[config.mk]
export PLATFORM = sky130hd
export DESIGN_NAME = floo_axis_link_scheduler
export DESIGN_NICKNAME = d
export VERILOG_FILES = /design/src/rtl/floo_axis_link_scheduler.sv
export SDC_FILE = /design/constraint.sdc
export NUM_CORES = 1
export LEC_CHECK = 0
export CAP_MARGIN = 20
export CORE_MARGIN = 5
export CORE_UTILIZATION = 39
export DETAILED_ROUTE_END_ITERATION = 10
export PLACE_DENSITY = 0.62
export SYNTH_ARGS = -nofsm -noshare
export SYNTH_HDL_FRONTEND = slang
export SYNTH_SLANG_ARGS = --single-unit
[constraint.sdc]
create_clock -name clk_i -period 3.4 [get_ports clk_i]
set_clock_uncertainty 0.15 [all_clocks]
set_input_delay 0.68 -clock clk_i [delete_from_list [all_inputs] [get_ports clk_i]]
set_output_delay 0.68 -clock clk_i [all_outputs]
set_load 0.01 [all_outputs]
[src/rtl/floo_axis_link_scheduler.sv]
// Purpose : credit-based scheduler sharing one AXIS serial-link egress between NumChan NoC channels.
// Latency : zero-cycle grant in IDLE (combinational round-robin); bursts of up to MaxBurst beats per channel.
// Backpr. : out_valid_o/sel_idx_o are frozen while out_ready_i is low; credits gate eligibility.
// Ports   : clk_i/rst_i (async active-high); chan_valid_i/chan_ready_o per-channel handshake;
//           out_valid_o/out_ready_i egress handshake; sel_idx_o steers the external payload mux;
//           credit_ret_i frees one remote slot per pulse; credit_cnt_o/credit_err_o credit status.
module floo_axis_link_scheduler #(
  parameter int unsigned NumChan     = 3,
  parameter int unsigned InitCredits = 4,
  parameter int unsigned MaxBurst    = 2,
  localparam int unsigned IdxWidth   = $clog2(NumChan),
  localparam int unsigned CntWidth   = $clog2(InitCredits + 1)
) (
  input  logic                         clk_i,
  input  logic                         rst_i,
  input  logic [NumChan-1:0]           chan_valid_i,
  output logic [NumChan-1:0]           chan_ready_o,
  output logic                         out_valid_o,
  input  logic                         out_ready_i,
  output logic [IdxWidth-1:0]          sel_idx_o,
  input  logic [NumChan-1:0]           credit_ret_i,
  output logic [NumChan*CntWidth-1:0]  credit_cnt_o,
  output logic                         credit_err_o
);

  localparam int unsigned BeatWidth = $clog2(MaxBurst + 1);

  typedef enum logic [1:0] {IDLE, HOLD, BURST} state_e;
  typedef logic [IdxWidth-1:0]  idx_t;
  typedef logic [CntWidth-1:0]  cnt_t;
  typedef logic [BeatWidth-1:0] beat_t;

  state_e state_q, state_d;
  idx_t   lock_q, lock_d;
  idx_t   rr_q, rr_d;
  beat_t  beat_q, beat_d;
  logic   err_q, err_set;
  cnt_t   credit_q [NumChan];
  cnt_t   credit_d [NumChan];

  logic [NumChan-1:0] elig;
  logic               rr_any;
  idx_t               rr_win, cand, sel;
  logic               valid_raw, hs;
  beat_t              beat_inc;

  // Pointer increment that wraps at NumChan, so non-power-of-two channel counts never
  // produce an out-of-range index.
  function automatic idx_t wrap_inc(input idx_t i);
    if (i == idx_t'(NumChan - 1)) return '0;
    else return i + idx_t'(1);
  endfunction

  always_comb begin
    for (int i = 0; i < int'(NumChan); i++) begin
      elig[i] = chan_valid_i[i] && (credit_q[i] != '0);
    end
  end

  // Round-robin search starting at the pointer; first eligible candidate wins.
  always_comb begin
    rr_any = 1'b0;
    rr_win = rr_q;
    cand   = rr_q;
    for (int k = 0; k < int'(NumChan); k++) begin
      if (!rr_any && elig[cand]) begin
        rr_any = 1'b1;
        rr_win = cand;
      end
      cand = wrap_inc(cand);
    end
  end

  always_comb begin
    valid_raw = 1'b0;
    sel       = rr_win;
    case (state_q)
      IDLE: begin
        valid_raw = rr_any;
        sel       = rr_win;
      end
      HOLD: begin
        // Offer already made on the link: keep it until it is taken.
        valid_raw = 1'b1;
        sel       = lock_q;
      end
      BURST: begin
        valid_raw = elig[lock_q];
        sel       = lock_q;
      end
      default: ;
    endcase
  end

  // Outputs are forced quiet while reset is held so a mid-burst reset drops the beat at once.
  assign out_valid_o = valid_raw & ~rst_i;
  assign sel_idx_o   = rst_i ? '0 : sel;
  assign hs          = out_valid_o & out_ready_i;
  assign beat_inc    = beat_q + beat_t'(1);

  for (genvar g = 0; g < int'(NumChan); g++) begin : g_chan
    assign chan_ready_o[g] = hs && (sel == idx_t'(g));
    assign credit_cnt_o[g*CntWidth +: CntWidth] = credit_q[g];
  end

  always_comb begin
    state_d = state_q;
    lock_d  = lock_q;
    rr_d    = rr_q;
    beat_d  = beat_q;
    case (state_q)
      IDLE, HOLD: begin
        // In HOLD sel equals the lock, so the same handshake rules apply.
        if (hs) begin
          if (MaxBurst > 1) begin
            state_d = BURST;
            lock_d  = sel;
            beat_d  = beat_t'(1);
          end else begin
            state_d = IDLE;
            rr_d    = wrap_inc(sel);
          end
        end else if (out_valid_o) begin
          state_d = HOLD;
          lock_d  = sel;
        end
      end
      BURST: begin
        if (hs) begin
          if (beat_inc == beat_t'(MaxBurst)) begin
            state_d = IDLE;
            rr_d    = wrap_inc(lock_q);
            beat_d  = '0;
          end else begin
            beat_d  = beat_inc;
          end
        end else if (!out_valid_o) begin
          // Locked channel went idle or ran dry: release so IDLE arbitrates next cycle.
          state_d = IDLE;
          rr_d    = wrap_inc(lock_q);
          beat_d  = '0;
        end
      end
      default: state_d = IDLE;
    endcase
  end

  always_comb begin
    err_set = 1'b0;
    for (int i = 0; i < int'(NumChan); i++) begin
      credit_d[i] = credit_q[i];
      if (chan_ready_o[i] && !credit_ret_i[i]) begin
        credit_d[i] = credit_q[i] - cnt_t'(1);
      end else if (credit_ret_i[i] && !chan_ready_o[i]) begin
        if (credit_q[i] == cnt_t'(InitCredits)) err_set = 1'b1;
        else credit_d[i] = credit_q[i] + cnt_t'(1);
      end
    end
  end

  always_ff @(posedge clk_i or posedge rst_i) begin
    if (rst_i) begin
      state_q <= IDLE;
      lock_q  <= '0;
      rr_q    <= '0;
      beat_q  <= '0;
      err_q   <= 1'b0;
      for (int i = 0; i < int'(NumChan); i++) credit_q[i] <= cnt_t'(InitCredits);
    end else begin
      state_q <= state_d;
      lock_q  <= lock_d;
      rr_q    <= rr_d;
      beat_q  <= beat_d;
      err_q   <= err_q | err_set;
      for (int i = 0; i < int'(NumChan); i++) credit_q[i] <= credit_d[i];
    end
  end

  assign credit_err_o = err_q;

`ifndef ignore_assert
  a_ready_onehot: assert property (@(posedge clk_i) disable iff (rst_i) $onehot0(chan_ready_o));
  a_offer_stable: assert property (@(posedge clk_i) disable iff (rst_i)
    (out_valid_o && !out_ready_i) |=> (out_valid_o && $stable(sel_idx_o) && chan_valid_i[sel_idx_o]));
  for (genvar g = 0; g < int'(NumChan); g++) begin : g_uf
    a_no_underflow: assert property (@(posedge clk_i) disable iff (rst_i)
      chan_ready_o[g] |-> (credit_q[g] != '0));
  end
`endif

endmodule

After elaboration in Yosys (flattened, before gate mapping)

Cells that the tools add are included.

Flip-flop bits (word level): 18

Add/subtract/negate cells: 10
Order comparisons: 4
Eq/ne operators: 20
Muxes and demuxes: 52
Bitwise gates (word level): 4
Reductions and logical operators: 41

Operators with widths:

| cell                                               | count |
|---|---|
| two-way mux 2 bit                                  | 20 |
| two-way mux 3 bit                                  | 9 |
| two-way mux 1 bit                                  | 16 |
| logical AND 1 bit                                  | 14 |
| == test 2 bit, second input constant               | 6 |
| < comparator 2 x 3 -> 1 bit, second input constant | 4 |
| nonzero test 2 bit                                 | 5 |
| adder 3 x 1 -> 3 bit, second input constant        | 3 |
| == test 3 bit, second input constant               | 3 |
| != test 3 bit, second input constant               | 3 |
| AND reduction 3 bit                                | 3 |
| nonzero test 3 bit                                 | 3 |
| subtractor 3 x 1 -> 3 bit, second input constant   | 3 |
| adder 2 x 1 -> 2 bit, second input constant        | 4 |
| binary-select mux 1 bit (select 2 bit)             | 4 |
| zero test 1 bit                                    | 8 |
| != test 2 bit, second input constant               | 4 |
| case mux 2 bit (2 select lines)                    | 2 |
| AND reduction 2 bit                                | 4 |
| == test 2 x 1 -> 1 bit, second input constant      | 2 |
| zero test 2 bit                                    | 2 |
| != test 2 x 1 -> 1 bit, second input constant      | 2 |
| OR reduction 2 bit                                 | 2 |
| case mux 1 bit (3 select lines)                    | 1 |
| 3 further kinds                                    | 4 |

Logic depth before layout (Yosys ltp)

Depth in word-level cells: 26
Mapped depth: 13
Mapped depth without buffers: 13

Least setup slack after synthesis

Ideal clock, no wire load.

Kind: input-to-reg
Start point: input chan_valid_i[0]
End point: register credit_q (netlist bit credit_cnt_o[8])
Arrival time: 3.184 ns
Required time: 3.165 ns
Path slack: -0.019 ns
Stages: 13
Cells stage by stage: o31a_4 -> a22oi_2 -> a21bo_1 -> a31oi_4 -> nand2_4 -> nor3b_1 -> ha_1 -> inv_1 -> fa_1 -> nor3_1 -> a21oi_1 -> o21ai_0 -> o31ai_1

Longest elaborated chain between the ends: 18
Elaborated cells on any way between the ends: 31

Ends and longest elaborated chain:

| what                                    | line | source |
|---|---|---|
| start, declared                         | 16   | `input logic [NumChan-1:0] chan_valid_i,` |
| logical AND 1 bit (*)                   | 56   | `elig[i] = chan_valid_i[i] && (credit_q[i] != '0);` |
| binary-select mux 1 bit (select 2 bit)  | 66   | `if (!rr_any && elig[cand]) begin` |
| two-way mux 1 bit (implied by the code) | 66   |  |
| two-way mux 1 bit                       | 66   |  |
| zero test 1 bit                         | 66   |  |
| logical AND 1 bit                       | 66   |  |
| two-way mux 1 bit                       | 66   |  |
| zero test 1 bit                         | 66   |  |
| [4 not listed]                          | -    |  |
| named net out_valid_o                   | 18   | `output logic out_valid_o,` |
| bitwise AND 1 bit (*)                   | 98   | `assign hs = out_valid_o & out_ready_i;` |
| logical AND 1 bit (*)                   | 102  | `assign chan_ready_o[g] = hs && (sel == idx_t'(g));` |
| named net chan_ready_o[2]               | 17   | `output logic [NumChan-1:0] chan_ready_o,` |
| zero test 1 bit                         | 154  | `end else if (credit_ret_i[i] && !chan_ready_o[i]) begin` |
| logical AND 1 bit                       | 154  |  |
| nonzero test 2 bit (no source line)     | -    |  |
| AND reduction 2 bit (no source line)    | -    |  |
| end, declared                           | 38   | `cnt_t credit_q [NumChan];` |

The timed path passes the listed nets; every way through them passes the cells marked *. The select of a mux whose other input is x is not followed.
A chain may end at the register's enable or synchronous reset.

Final worst setup path

Start point: input chan_valid_i[2]
End point: output chan_ready_o[0]

Longest elaborated chain between the ends: 14
Elaborated cells on any way between the ends: 24

Ends and longest elaborated chain:

| what                                    | line | source |
|---|---|---|
| logical AND 1 bit (*)                   | 56   |  |
| binary-select mux 1 bit (select 2 bit)  | 66   |  |
| two-way mux 1 bit (implied by the code) | 66   |  |
| two-way mux 1 bit                       | 66   |  |
| zero test 1 bit                         | 66   |  |
| logical AND 1 bit                       | 66   |  |
| two-way mux 1 bit                       | 66   |  |
| zero test 1 bit                         | 66   |  |
| logical AND 1 bit                       | 66   |  |
| two-way mux 1 bit                       | 66   |  |
| case mux 1 bit (3 select lines)         | 77   | `case (state_q)` |
| bitwise AND 1 bit                       | 96   | `assign out_valid_o = valid_raw & ~rst_i;` |
| bitwise AND 1 bit                       | 98   |  |
| logical AND 1 bit (*)                   | 102  |  |
| end, declared                           | 17   |  |

Mark *: on every way between the ends. The rest lies on a longest branch, timed or not. The select of a mux whose other input is x is not followed.

==> flow_summary.toml <==
[critical_path]
critPathArrivalTime_ns = 2.46
r2r_setup_slack_ns = 0.26
cp-start-kind = "primary input"
rr_worst_depth = 14
path_buf_inv = 3
crit_fanout = 5
end_kind = "primary output"
critical_path_class = "in2out"
cp_top_family = "buffers and inverters"
required_ns = 2.57
cpMaxStageDelayCell = "clkdlybuf4s50_1"
crit_path_max_incr_delay_ns = 0.44
r2r_start = "credit_cnt_o[0]"
reg2reg_to = "credit_cnt_o[8]"
path_cells = "clkdlybuf4s50_1, o31ai_1, o22ai_1, a221oi_2, a21oi_2, buf_6, nor3_4, dlygate4sd2_1"

[sta]
fin_crit_sh = 0.968
worstMarginPinSlew_ns = 0.428
setup_viol = 0
final_max_slew_viol_count = 0
timing.hold.ws_ns = 0.346
hold_violations = 0
tns_ns = 0
clock.fmax_ghz = 0.304
slew_headroom = 0.712
rsz0062_at_grt = "no"
fin_crit_ns = 3.29

[placed_design]
dp_hpwl_mm = 2.79
port_buffers = 24
placed_cell_area_sq_um = 1880
routabilityCongestion = 0.911
dpl.cell_count = 245

[global_routing]
antenna_found_initial = 0
grt_max_degree = 19
grt_pass1_wl_mm = 6.18
grt_pass1_vias = 1354
overflow = 0
grt_use_total = 0.148

[min_path]
hold_depth = 2
hold_class = "reg2reg"
hp-start = "credit_err_o"
worst_hold_path.endpoint = "credit_err_o"

[floorplan]
start_util = 0.398
ios = 25
fp.dieH_um = 70.6
die_x_um = 70.6
row_count = 22
die_area_sq_um = 4990
coreArea_sq_um = 3610

[synth]
synth_seq_area_share = 0.317
synth-seq-cells = 18
ys_types = 42
synth_area_sq_um = 1430
synth.net_count = 176
yosysWarnings = 0
synth_cells = 154
syn_area_per_cell_sq_um = 9.31

[cells_and_area]
drive_gt1_frac = 0.278
final_cell_mix = "buf_4, inv_1, clkdlybuf4s50_1"
fillerInstances = 317
nNetsFinal = 228
fin_cells = 253
diodes = 0
final_common_cell = "buf_4"
final_cell_area_sq_um = 2020
syn2layout_area_growth_pct = 40.9

[route]
drt_iter0_drc = 52
drtAntennaViolNets = 0
route.detailed.drc = 0
dr.pass1.iters = 4
routedWlPerCell_um = 14.5
via_count = 1316
totalWireLength_mm = 3.68
viasPerCell = 5.20

[clock_network]
clk_pin_slew_ns = 0.07
cts_made_buffers = 3
cts-root-buf = "clkbuf_8"
htree_levels = 1
ctsHoldBuffers = 0
cts_tree = "built"
cts_num_sinks = 18
cts.path.max_buffers = 2
insertion_delay_ns = 0.26

[power_and_ir_drop]
p_leak_nw = 0.919
ir_worst_vdd_mv = 0.457
p_per_area_nw_per_um2 = 1010

[status]
outcome = "complete, no violations"

[run]
drv_cap = 0
-- flip-flops by register name, indices dropped and copies added (netlist names) --
register	count
lock_q	2
credit_cnt_o	9
credit_err_o	1
rr_q	2
state_q	2
beat_q	2
-- repair_timing --
action | in CTS | in global routing
setup buffers | 1 | 3
resized for setup | 12 | 18
pin swaps | 1 | 9
endpoints found under the setup margin | 8 | 7
hold endpoints to repair | 0 | 0
-- kinds of logic after synthesis --
logic type	synth area share
adder cells (fa/ha/maj)	0.129
multiplexers	0.0585
buffers and inverters	0.0550
XOR/XNOR	0.0183
AND/OR/NAND/NOR	0.149
AO/OA/AOI/OAI	0.273
flip-flops	0.317
-- tightest hold or removal path: stages (launching register included) --
cell and delay [ns]:
dfrtp_1 0.35, a21oi_1 0.05, nand3_1 0.07
-- worst max-delay path by stage --
stage / to / from / cells after the start
after global placement: chan_ready_o[0] / chan_valid_i[0] / 8
after CTS: chan_ready_o[2] / chan_valid_i[0] / 8
after detailed placement: credit_cnt_o[2] / chan_valid_i[0] / 14
after floorplan: credit_cnt_o[5] / chan_valid_i[0] / 13
final: chan_ready_o[0] / chan_valid_i[2] / 8
after global routing: credit_cnt_o[8] / chan_valid_i[2] / 14
-- area by class of cell --
class | instances | area (sq um) | share of cell area
multi-input combinational | 115 | 971 | 0.480
timing repair buffer | 47 | 412 | 0.204
inverter | 21 | 78.8 | 0.0390
clock buffer | 4 | 45.0 | 0.0223
sequential | 18 | 454 | 0.225
tap | 48 | 60.1 | 0.0297
-- power by group --
group	switching, mW	internal, mW	leakage [nW]
registers	0.146	0.328	0.211
clock network	0.0774	0.0834	0.0228
logic	0.697	0.703	0.685
total	0.920	1.11	0.919
-- layer usage --
| metal | vias up | GRT usage | share of wire | routed length (um) |
|---|---|---|---|---|
| met4 | 0 | 0.0251 | 0.010 | 38 |
| met2 | 22 | 0.260 | 0.51 | 1860 |
| met5 | - | 0 | 0 | 0 |
| met3 | 6 | 0.0284 | 0.034 | 126 |
| met1 | 635 | 0.191 | 0.45 | 1650 |
| li1 | 653 | - | - | - |
-- Yosys cell counts --
cell type	instances	share of area
o211ai_1	1	0.0052
nand4_1	3	0.013
fa_1	3	0.042
a22oi_2	1	0.0087
a22o_1	1	0.0061
o21a_1	2	0.010
o31ai_1	7	0.037
nand2_1	8	0.021
xor2_1	3	0.018
nand3_1	2	0.0070
a221oi_1	1	0.0061
a211oi_1	1	0.0052
mux2_4	2	0.021
o221ai_1	1	0.0061
mux2i_1	2	0.014
mux2_2	2	0.016
o31a_4	2	0.024
a31oi_1	3	0.013
and2b_1	2	0.010
dfstp_2	3	0.055
o21ai_0	11	0.038
a31oi_4	2	0.030
mux2_1	1	0.0079
or2_2	1	0.0044
and2_1	1	0.0044
dfrtp_1	15	0.26
o22ai_1	1	0.0044
nor3b_1	1	0.0052
nand2_4	1	0.0079
nor2b_4	1	0.0096
o2bb2ai_1	1	0.0061
o21ai_2	1	0.0061
nor3_1	5	0.017
and3b_1	1	0.0061
a311o_1	2	0.014
or3_1	2	0.0087
nor2_1	13	0.034
a21oi_1	11	0.038
inv_1	21	0.055
a21bo_1	1	0.0070
ha_1	10	0.087
o31a_2	1	0.0070
-- through the flow --
step                       util  power (mW)  setup slack (ns)
after floorplan               -        1.23           0.00147
after global placement    0.522        1.67            -0.283
after detailed placement  0.522        1.71            -0.350
after CTS                 0.544        1.95          -0.00721
after global routing      0.560        2.19           0.00106
final                     0.560        2.03             0.109
No activity file was read; power rests on OpenSTA's default activity.
